### src/rtl/vector_reduce_sum_pkg.sv
// Shared definitions for the vector reduction stage: FSM encoding and
// fixed-point helpers also used by the element-wise multiplier.
package vector_reduce_sum_pkg;

    typedef enum logic [1:0] {
        IDLE = 2'd0,
        SUM  = 2'd1,
        DONE = 2'd2
    } state_t;

    function automatic int clog2(input int value);
        int r;
        r = 0;
        for (int i = 0; i < 31; i++) begin
            if ((1 << i) < value) r = i + 1;
        end
        return r;
    endfunction

    // Clamp a signed value to the range of a signed 'width'-bit number.
    function automatic logic signed [63:0] sat_to_width(
        input  logic signed [63:0] val,
        input  int                 width,
        output logic               clamped
    );
        logic signed [63:0] hi;
        logic signed [63:0] lo;
        hi = (64'sd1 <<< (width - 1)) - 64'sd1;
        lo = -(64'sd1 <<< (width - 1));
        clamped = 1'b0;
        if (val > hi) begin
            clamped = 1'b1;
            return hi;
        end
        if (val < lo) begin
            clamped = 1'b1;
            return lo;
        end
        return val;
    endfunction

endpackage

### src/rtl/vector_reduce_sum_tile_adder.sv
// Combinational sum of TILING consecutive sign-extended cells starting at
// 'index'; cells past the end of the vector contribute zero.
module vector_reduce_sum_tile_adder
    import vector_reduce_sum_pkg::*;
#(
    parameter int VECTOR_LEN = 5,
    parameter int CELL_WIDTH = 10,
    parameter int TILING     = 1,
    parameter int ACC_W      = 14,
    parameter int IDX_W      = 4
) (
    input  logic [VECTOR_LEN*CELL_WIDTH-1:0] vector,
    input  logic [IDX_W-1:0]                 index,
    output logic signed [ACC_W-1:0]          tile_sum
);

    logic signed [ACC_W-1:0] cell_ext [VECTOR_LEN];
    logic signed [ACC_W-1:0] pick;

    always_comb begin
        for (int i = 0; i < VECTOR_LEN; i++) begin
            cell_ext[i] = {{(ACC_W-CELL_WIDTH){vector[i*CELL_WIDTH+CELL_WIDTH-1]}},
                           vector[i*CELL_WIDTH +: CELL_WIDTH]};
        end
    end

    // One mux + adder per tile lane; an index past the end matches no cell.
    always_comb begin
        tile_sum = '0;
        pick     = '0;
        for (int t = 0; t < TILING; t++) begin
            pick = '0;
            for (int i = 0; i < VECTOR_LEN; i++) begin
                if (int'(index) + t == i) pick = cell_ext[i];
            end
            tile_sum = tile_sum + pick;
        end
    end

endmodule

### src/rtl/vector_reduce_sum.sv
// Reduces a packed signed fixed-point vector to one saturated scalar,
// TILING cells per cycle.
//
// state | meaning
// IDLE  | waiting for start; outputs hold the last result
// SUM   | accumulating one tile of cells per cycle
// DONE  | saturating accumulator into result, raising valid
module vector_reduce_sum
    import vector_reduce_sum_pkg::*;
#(
    parameter int VECTOR_LEN   = 5,
    parameter int CELL_WIDTH   = 10,
    parameter int RESULT_WIDTH = 12,
    parameter int TILING       = 1
) (
    input  logic                             clk,
    input  logic                             rst,
    input  logic                             start,
    input  logic [VECTOR_LEN*CELL_WIDTH-1:0] vector,
    output logic [RESULT_WIDTH-1:0]          result,
    output logic                             valid,
    output logic                             error
);

    localparam int ACC_W = CELL_WIDTH + clog2(VECTOR_LEN) + 1;
    // Wide enough for the index overshoot after a partial last tile.
    localparam int IDX_W = clog2(VECTOR_LEN + TILING) + 1;

    state_t                          state;
    logic [VECTOR_LEN*CELL_WIDTH-1:0] vector_reg;
    logic signed [ACC_W-1:0]         acc;
    logic [IDX_W-1:0]                index;
    logic [IDX_W-1:0]                next_index;
    logic signed [ACC_W-1:0]         tile_sum;
    logic signed [63:0]              acc_wide;
    logic signed [63:0]              sat_val;
    logic                            sat_clamped;
    logic                            unused_sat;

    vector_reduce_sum_tile_adder #(
        .VECTOR_LEN (VECTOR_LEN),
        .CELL_WIDTH (CELL_WIDTH),
        .TILING     (TILING),
        .ACC_W      (ACC_W),
        .IDX_W      (IDX_W)
    ) u_tile_adder (
        .vector   (vector_reg),
        .index    (index),
        .tile_sum (tile_sum)
    );

    assign next_index = index + IDX_W'(TILING);
    assign acc_wide   = {{(64-ACC_W){acc[ACC_W-1]}}, acc};

    always_comb begin
        sat_clamped = 1'b0;
        sat_val     = sat_to_width(acc_wide, RESULT_WIDTH, sat_clamped);
    end

    assign unused_sat = ^sat_val[63:RESULT_WIDTH];

    always_ff @(posedge clk) begin
        if (!rst) begin
            state      <= IDLE;
            vector_reg <= '0;
            acc        <= '0;
            index      <= '0;
            result     <= '0;
            valid      <= 1'b0;
            error      <= 1'b0;
        end else begin
            case (state)
                IDLE: begin
                    if (start) begin
                        vector_reg <= vector;
                        acc        <= '0;
                        index      <= '0;
                        valid      <= 1'b0;
                        error      <= 1'b0;
                        state      <= SUM;
                    end
                end
                SUM: begin
                    acc   <= acc + tile_sum;
                    index <= next_index;
                    if (int'(next_index) >= VECTOR_LEN) state <= DONE;
                end
                DONE: begin
                    result <= sat_val[RESULT_WIDTH-1:0];
                    error  <= sat_clamped;
                    valid  <= 1'b1;
                    state  <= IDLE;
                end
                default: state <= IDLE;
            endcase
        end
    end

endmodule
### config.mk
export PLATFORM = sky130hd
export DESIGN_NAME = vector_reduce_sum
export DESIGN_NICKNAME = d
export VERILOG_FILES = /design/src/rtl/vector_reduce_sum_pkg.sv /design/src/rtl/vector_reduce_sum_tile_adder.sv /design/src/rtl/vector_reduce_sum.sv
export SDC_FILE = /design/constraint.sdc
export NUM_CORES = 1
export LEC_CHECK = 0
export BUFFER_PORTS_ARGS = -buffer_cell sky130_fd_sc_hd__buf_2
export CAP_MARGIN = 10
export CORE_ASPECT_RATIO = 1.2
export CORE_MARGIN = 5
export CORE_UTILIZATION = 40
export DETAILED_ROUTE_END_ITERATION = 6
export HOLD_SLACK_MARGIN = 0.15
export PLACE_DENSITY = 0.69
export RECOVER_POWER = 50
export SLEW_MARGIN = 25
export SYNTH_ARGS = -nofsm -noshare
export SYNTH_HDL_FRONTEND = slang
export SYNTH_SLANG_ARGS = --single-unit
export TNS_END_PERCENT = 10
### constraint.sdc
create_clock -name clk -period 5.1 [get_ports clk]
set_clock_uncertainty 0.05 [all_clocks]
set_input_delay 1.02 -clock clk [delete_from_list [all_inputs] [get_ports clk]]
set_output_delay 1.02 -clock clk [all_outputs]
set_load 0.05 [all_outputs]
==> metrics.md, run 1 <==
| Metric | Value |
|---|---|
| Slew Limit Headroom | `-58.8%` |
| Worst endpoint required time | `5.31 ns` |
| Switching part of the total power | `26.2%` |
| Clk network pwr share | `43.0%` |
| Width of the chip | `102 µm` |
| H-tree level count | `3` |
| Final Max Tran Viols | `108` |
| Time the final worst path needs with I/O delays and setup | `3.68 ns` |
| CTS tree | `built` |
| EDFF count, synth | `0` |
| CTS root buffer | `sky130_fd_sc_hd__clkbuf_16` |
| Number of buffers inserted for hold repair after clock tree synthesis | `0` |
| Primary FF master, synth | `sky130_fd_sc_hd__dfxtp_1` |
| Leading cell types in the layout, fill and taps excluded | `sky130_fd_sc_hd__nand2_1, sky130_fd_sc_hd__a21oi_1, sky130_fd_sc_hd__dfxtp_1` |
| Share of the cycle needed by the critical path after routing | `72.1%` |
| Overall via count from detail_route | `3688` |
| Clock Sink Count | `84` |
| Fraction of layout instances using a drive strength above 1 | `12.7%` |
| Initial detailed-routing violation count | `213` |
| M1 wire length | `4550 µm` |
| Library cell with the largest summed area after synthesis | `sky130_fd_sc_hd__dfxtp_1` |
| Synthesized netlist net count | `598` |
| Violations in the final reports | `max-capacitance violations, max-slew violations` |
| Origin of the worst min-delay path | `result[2]` |
| Startpoint Class | `register` |
| CTS clock-pin slew for the worst setup and hold paths | `0.06 ns` |
| Detail Route Antenna Nets | `0` |
| Arrival time at the worst endpoint | `3.89 ns` |
| Uppermost metal layer occupied by signal nets | `met4` |
| Total detailed-routing wirelength | `10000 µm` |
| Net Sw Power | `0.431 mW` |
| Cell internal power dissipation | `1.22 mW` |
| # Max-Cap Violations | `2` |
| Number of global-route vias before repair | `3496` |
| Achievable Freq | `272 MHz` |
| Netlist Area Pre-Place | `4070 µm²` |
| Hold path endpoint | `result[2]` |
| Top cells by area, synth | `sky130_fd_sc_hd__dfxtp_1, sky130_fd_sc_hd__nand2_1, sky130_fd_sc_hd__a21oi_1` |
| Yosys cell types | `47` |
| Amount of wire on met3 after detailed routing | `619 µm` |
| Dpl cells | `684` |
| Placeable Area | `10000 µm²` |
| Final setup fails | `0` |
| Ys async rst share | `0%` |
| Maximum number of pins on one net before global-route repair | `56` |
| Yosys Warn Count | `0` |
| Die footprint | `12300 µm²` |
| Critical-path maximum fanout | `10` |
| Detailed-route DRC error count | `0` |
| Number of failing hold endpoints at the final stage | `0` |
| Count of nets after finishing | `644` |
| Sequential area share after synthesis | `41.3%` |
| Routability congestion estimate from global placement | `0.890` |
| Worst Hold Class | `reg -> reg` |
| Die Height | `121 µm` |
| Worst skew pair latency | `0.34 ns` |
| Synthesis-to-finish area growth | `16.6%` |
| Sequential fraction of design power | `43.5%` |
| Reg-to-Reg End | `acc[13]` |
| Peak supply drop | `0.000173 V` |
| Number of optimization iterations in the first detailed-route pass | `5` |
| Area fraction of the dominant cell type after synthesis | `41.3%` |
| Summed negative setup slack over all endpoints | `0 ns` |
| Transition time at the pin with the least slew margin | `2.38 ns` |
| Most common cell after layout, fill and taps aside | `sky130_fd_sc_hd__nand2_1` |
| Wire length of the first global-routing pass | `16600 µm` |
| Per-cell via count in the routed design | `5.27` |
| Number of antenna violations at the first check in global routing | `0` |
| Static Leak | `1.94 nW` |
| Initial cell density of the core | `40.7%` |
| Critical path capture point type | `register` |
| Rows | `40` |
| Detailed-route wire length per cell | `14.3 µm` |
| Startpoint-to-endpoint class of the critical path | `reg -> reg` |
| Buffers inserted by post-CTS timing repair | `0` |
| Post-cts resize count | `0` |
| Synthesized netlist cell count | `523` |
| Slack of the worst reg-to-reg path | `1.42 ns` |
| Maximum buffer depth of the clock tree | `2` |
| Per-instance average area after synthesis | `7.79 µm²` |
| Flip-flop count of the largest register, all copies and words added | `50` |
| P per Cell Area | `347 nW/µm²` |
| Total GRT Usage | `17.0%` |
| Wire length on met2 | `4650 µm` |
| Post-DP HPWL | `7310 µm` |
| Worst reg2reg startpoint | `index[1]` |
| Non-filler instance count after layout | `700` |
| Antenna diode count | `0` |
| Logic depth of the worst register-to-register path | `14` |
| Residual overflow from global routing | `0` |
| Combinational share of power | `13.5%` |
| Status | `finished with violations` |
| Hold Path Stages | `2` |
| Seq cells post-synth | `84` |
| Unrepaired setup endpoints after global routing | `no` |
| Top Ports | `67` |
| Buffers on Ports | `66` |
| Number of buffers created by CTS | `9` |
| Fill cells | `1000` |
[layer usage]
metal  up-vias  track usage (%)
li1       1899                -
met3        21             3.12
met5         -                0
met1      1648             22.5
met2       120             26.8
met4         0             7.14
[synthesized netlist by cell type, drive strengths merged (2+ instances only)]
| cell type | n |
|---|---|
| a21boi | 2 |
| nand3 | 3 |
| a22oi | 27 |
| a21oi | 88 |
| xor2 | 3 |
| and2 | 5 |
| clkbuf | 26 |
| nor2 | 35 |
| dfxtp | 84 |
| xnor2 | 4 |
| nor3b | 2 |
| mux2i | 2 |
| nand4 | 2 |
| and3 | 3 |
| or3 | 2 |
| a211o | 2 |
| buf | 7 |
| o21ai | 31 |
| ha | 21 |
| nor3 | 2 |
| a31oi | 3 |
| a211oi | 4 |
| inv | 10 |
| nor2b | 2 |
| a32o | 2 |
| nand2 | 127 |
| nand2b | 5 |
| a221oi | 2 |
| a21o | 4 |
[power by group through the flow]
stage / clock (mW) / sequential [mW] / combinational, mW
floorplan: 0 / 0.728 / 0.157
global placement: 0 / 0.731 / 0.216
detailed placement: 0 / 0.732 / 0.222
CTS: 0.719 / 0.718 / 0.223
global route: 0.745 / 0.721 / 0.251
finish: 0.709 / 0.718 / 0.222
[area by class of cell]
| class | instances | area [µm²] | area share, % |
|---|---|---|---|
| Multi-Input combinational cell | 396 | 2230 | 46.9 |
| Sequential cell | 84 | 1680 | 35.4 |
| Timing Repair Buffer | 68 | 318 | 6.69 |
| Clock buffer | 11 | 243 | 5.11 |
| Tap cell | 126 | 158 | 3.32 |
| Clock inverter | 5 | 85.1 | 1.79 |
| Inverter | 10 | 37.5 | 0.791 |
[through the flow]
step	hold WS (ns)	power [mW]	setup WS (ns)	utilization (%)	cell area, µm²
2_1_floorplan	0.381	0.885	1.84	-	4070
3_3_place_gp	0.386	0.946	1.46	44.4	4440
3_5_place_dp	0.393	0.955	1.31	44.4	4440
4_1_cts	0.400	1.66	1.29	47.7	4770
5_1_grt	0.417	1.72	1.09	47.4	4750
6_report	0.401	1.65	1.42	47.4	4750
[critical path: stages, from the launching register on]
cell,delay [ns]
sky130_fd_sc_hd__dfxtp_1,0.43
sky130_fd_sc_hd__inv_1,0.10
sky130_fd_sc_hd__ha_1,0.25
sky130_fd_sc_hd__nor4b_4,0.54
sky130_fd_sc_hd__a22oi_1,0.17
sky130_fd_sc_hd__nor2_1,0.13
sky130_fd_sc_hd__a21oi_1,0.06
sky130_fd_sc_hd__o21ai_1,0.25
sky130_fd_sc_hd__ha_1,0.20
sky130_fd_sc_hd__a21oi_1,0.06
sky130_fd_sc_hd__o211ai_1,0.35
sky130_fd_sc_hd__nand4_1,0.22
sky130_fd_sc_hd__a211o_1,0.34
sky130_fd_sc_hd__a311o_1,0.32
sky130_fd_sc_hd__a31oi_1,0.12
[worst max-delay path by stage]
stage / startpoint / endpoint / slack [ns] / cells after the start
global placement: index[0] / acc[13] / 1.46 / 13
detailed placement: index[0] / acc[10] / 1.31 / 13
global route: index[1] / acc[13] / 1.09 / 14
CTS: index[0] / acc[10] / 1.29 / 13
floorplan: index[0] / acc[10] / 1.84 / 13
finish: index[1] / acc[13] / 1.42 / 14
[kinds of logic (layout without fill, tap and decap cells)]
group                      Yosys count  after routing  synth area share (%)
and+or+nand+nor                    193            193                  20.2
adders and majority gates           22             22                  6.94
DFF                                 84             84                  41.3
buffers and inverters               43             94                  4.33
muxes                                3              3                 0.860
AOI/OAI and AO/OA                  171            171                  24.8
xor gates and xnor gates             7              7                  1.50
No activity file was read; power rests on OpenSTA's default activity.
==> run 2: changes to the inputs <==
--- a/config.mk
+++ b/config.mk
@@ -12,7 +12,7 @@
 export CORE_UTILIZATION = 40
 export DETAILED_ROUTE_END_ITERATION = 6
 export HOLD_SLACK_MARGIN = 0.15
-export PLACE_DENSITY = 0.69
+export PLACE_DENSITY = 0.71
 export RECOVER_POWER = 50
 export SLEW_MARGIN = 25
 export SYNTH_ARGS = -nofsm -noshare
==> constraint.sdc (replaced) <==
create_clock -name clk -period 3.3 [get_ports clk]
set_clock_uncertainty 0.05 [all_clocks]
set_input_delay 0.66 -clock clk [delete_from_list [all_inputs] [get_ports clk]]
set_output_delay 0.66 -clock clk [all_outputs]
set_load 0.05 [all_outputs]
==> run 2 against run 1 <==
  * The run still ends with max-capacitance violations, max-slew violations left
  * First-iteration DRC count is 17% lower
  * Total power is 58% higher
  * Routed wire length is 7.8% higher
  * Clock-buffer cell count is 2 lower
  * Flip-flop and latch count stayed put
  * Cell area is 6.9% higher
  * Critical path type unchanged
  * Worst hold slack worse by 0.00061 ns
==> metrics.md, run 2 (same netlist as run 1, synthesis figures left out) <==
| Metric | Value |
|---|---|
| Number of global-route vias before repair | `3614 (+3.4%)` |
| Transition time at the pin with the least slew margin | `2.03 ns (-0.348 ns)` |
| Final setup fails | `0 (unchanged)` |
| Static Leak | `2.12 nW (+9.1%)` |
| Total detailed-routing wirelength | `10800 µm (+7.8%)` |
| Initial cell density of the core | `40.7% (unchanged)` |
| Worst path setup slack after routing | `0.0905 ns (-1.33 ns)` |
| Worst Hold Class | `reg -> reg` |
| Peak supply drop | `0.000318 V (+83%)` |
| Number of antenna violations at the first check in global routing | `0 (unchanged)` |
| Hold Path Stages | `2 (unchanged)` |
| Arrival time at the worst endpoint | `3.42 ns (-0.47 ns)` |
| Detailed-route DRC error count | `0 (unchanged)` |
| Startpoint-to-endpoint class of the critical path | `reg -> reg` |
| Status | `finished with violations` |
| Worst endpoint required time | `3.51 ns (-1.80 ns)` |
| H-tree level count | `3 (unchanged)` |
| Maximum buffer depth of the clock tree | `2 (unchanged)` |
| Count of nets after finishing | `675 (+4.8%)` |
| Rows | `40 (unchanged)` |
| Unrepaired setup endpoints after global routing | `yes` |
| Time the final worst path needs with I/O delays and setup | `3.21 ns (-0.468 ns)` |
| Wire length of the first global-routing pass | `17000 µm (+3.0%)` |
| Antenna diode count | `0 (unchanged)` |
| Maximum number of pins on one net before global-route repair | `52 (-7.1%)` |
| Post-DP HPWL | `7520 µm (+2.9%)` |
| Summed negative setup slack over all endpoints | `0 ns (unchanged)` |
| Overall via count from detail_route | `3883 (+5.3%)` |
| Violations in the final reports | `max-capacitance violations, max-slew violations` |
| Placeable Area | `10000 µm² (unchanged)` |
| Final Max Tran Viols | `52 (-52%)` |
| Synthesis-to-finish area growth | `24.6%` |
| Total GRT Usage | `17.2% (+0.25 points)` |
| Number of buffers created by CTS | `9 (unchanged)` |
| Logic depth of the worst register-to-register path | `15 (+1)` |
| Residual overflow from global routing | `0 (unchanged)` |
| Die footprint | `12300 µm² (unchanged)` |
| Worst skew pair latency | `0.34 ns (about the same)` |
| Number of optimization iterations in the first detailed-route pass | `5 (unchanged)` |
| CTS clock-pin slew for the worst setup and hold paths | `0.07 ns (about the same)` |
| CTS root buffer | `sky130_fd_sc_hd__clkbuf_16` |
| Detailed-route wire length per cell | `14.8 µm (+3.2%)` |
| Width of the chip | `102 µm (unchanged)` |
| # Max-Cap Violations | `1 (-1)` |
| Fraction of layout instances using a drive strength above 1 | `21.5% (+8.8 points)` |
| Most common cell after layout, fill and taps aside | `sky130_fd_sc_hd__nand2_1` |
| Top Ports | `67 (unchanged)` |
| Critical-path maximum fanout | `6 (-4)` |
| Buffers on Ports | `66 (unchanged)` |
| Leading cell types in the layout, fill and taps excluded | `sky130_fd_sc_hd__nand2_1, sky130_fd_sc_hd__a21oi_1, sky130_fd_sc_hd__dfxtp_1` |
| Startpoint Class | `register` |
| Share of the cycle needed by the critical path after routing | `97.3% (+25 points)` |
| Pre-CTS worst setup slack | `-0.0868 ns (-1.40 ns)` |
| Flip-flop count of the largest register, all copies and words added | `50 (unchanged)` |
| Die Height | `121 µm (unchanged)` |
| P per Cell Area | `512 nW/µm² (+48%)` |
| CTS tree | `built` |
| Final core utilization | `50.7% (+3.3 points)` |
| Clock Sink Count | `84 (unchanged)` |
| Detail Route Antenna Nets | `0 (unchanged)` |
| Achievable Freq | `312 MHz (+15%)` |
| Per-cell via count in the routed design | `5.31 (+0.82%)` |
| Critical path capture point type | `register` |
| Initial detailed-routing violation count | `176 (-17%)` |
| Routability congestion estimate from global placement | `0.895 (+0.52%)` |
| Slew Limit Headroom | `-35.6% (+23 points)` |
| Number of failing hold endpoints at the final stage | `0 (unchanged)` |
[run 2: cell count changes in the layout (fill, tap and decap cells not counted), sizes merged]
| cell | delta |
|---|---|
| clkbuf | -4 |
| nor4b | +1 |
| clkinv | +1 |
| inv | +2 |
| clkinvlp | -1 |
| buf | +32 |
[run 2: metal layers]
layer / track usage [%] / share of wire, % / vias to the layer above
met4: 5.74 / 1.7 / 0
met1: 22.7 / 45 / 1783
met5: 0 / 0 / -
met3: 3.52 / 5.2 / 15
li1: - / - / 1971
met2: 27.9 / 48 / 114
[run 2: layout make-up]
cell class              count  area, µm²
flip-flops and latches     84       1690
inverters                  10       37.5
clock inverters             7       98.8
fillers                   967       4930
clock buffers               9        225
well taps                 126        158
repair buffers             98        544
multi-input cells         397       2320
[run 2: final timing paths]
kind	startpoint	to	slack, ns
worst max-delay path	index[1]	acc[13]	0.09
worst min-delay path	result[8]	result[8]	0.40
worst max register to register	index[1]	acc[13]	0.09
worst min register to register	result[8]	result[8]	0.40
[run 2: repair_timing]
action	in CTS	in global routing
resized for setup	7	24
hold buffers	0	0
endpoints found under the setup margin	4	8
buffers inserted	0	9
pin swaps	0	8
cloned	1	0
[run 2: stage by stage]
stage / area (µm²) / std cells / hold WS (ns) / power [mW]
finish: 5070 / 731 / 0.400 / 2.60
global route: 5070 / 731 / 0.423 / 2.70
CTS: 4950 / 722 / 0.400 / 2.57
detailed placement: 4600 / 705 / 0.392 / 1.48
global placement: 4600 / 705 / 0.388 / 1.47
floorplan: 4070 / 523 / 0.381 / 1.37
[run 2: critical path: stages, from the launching register on]
cell                       delay (ns)
sky130_fd_sc_hd__dfxtp_2         0.33
sky130_fd_sc_hd__inv_2           0.06
sky130_fd_sc_hd__ha_4            0.19
sky130_fd_sc_hd__and2_4          0.16
sky130_fd_sc_hd__buf_4           0.16
sky130_fd_sc_hd__a22oi_2         0.17
sky130_fd_sc_hd__nor2_1          0.08
sky130_fd_sc_hd__a21oi_2         0.14
sky130_fd_sc_hd__o21ai_1         0.08
sky130_fd_sc_hd__ha_1            0.35
sky130_fd_sc_hd__nand2_1         0.08
sky130_fd_sc_hd__o211ai_1        0.26
sky130_fd_sc_hd__nand4_1         0.19
sky130_fd_sc_hd__a211o_1         0.35
sky130_fd_sc_hd__a311o_1         0.33
sky130_fd_sc_hd__a31oi_1         0.16
[run 2: report_power, final]
| group | internal, mW | switching (mW) |
|---|---|---|
| clock network | 0.669 | 0.423 |
| logic | 0.160 | 0.237 |
| registers | 1.07 | 0.0406 |
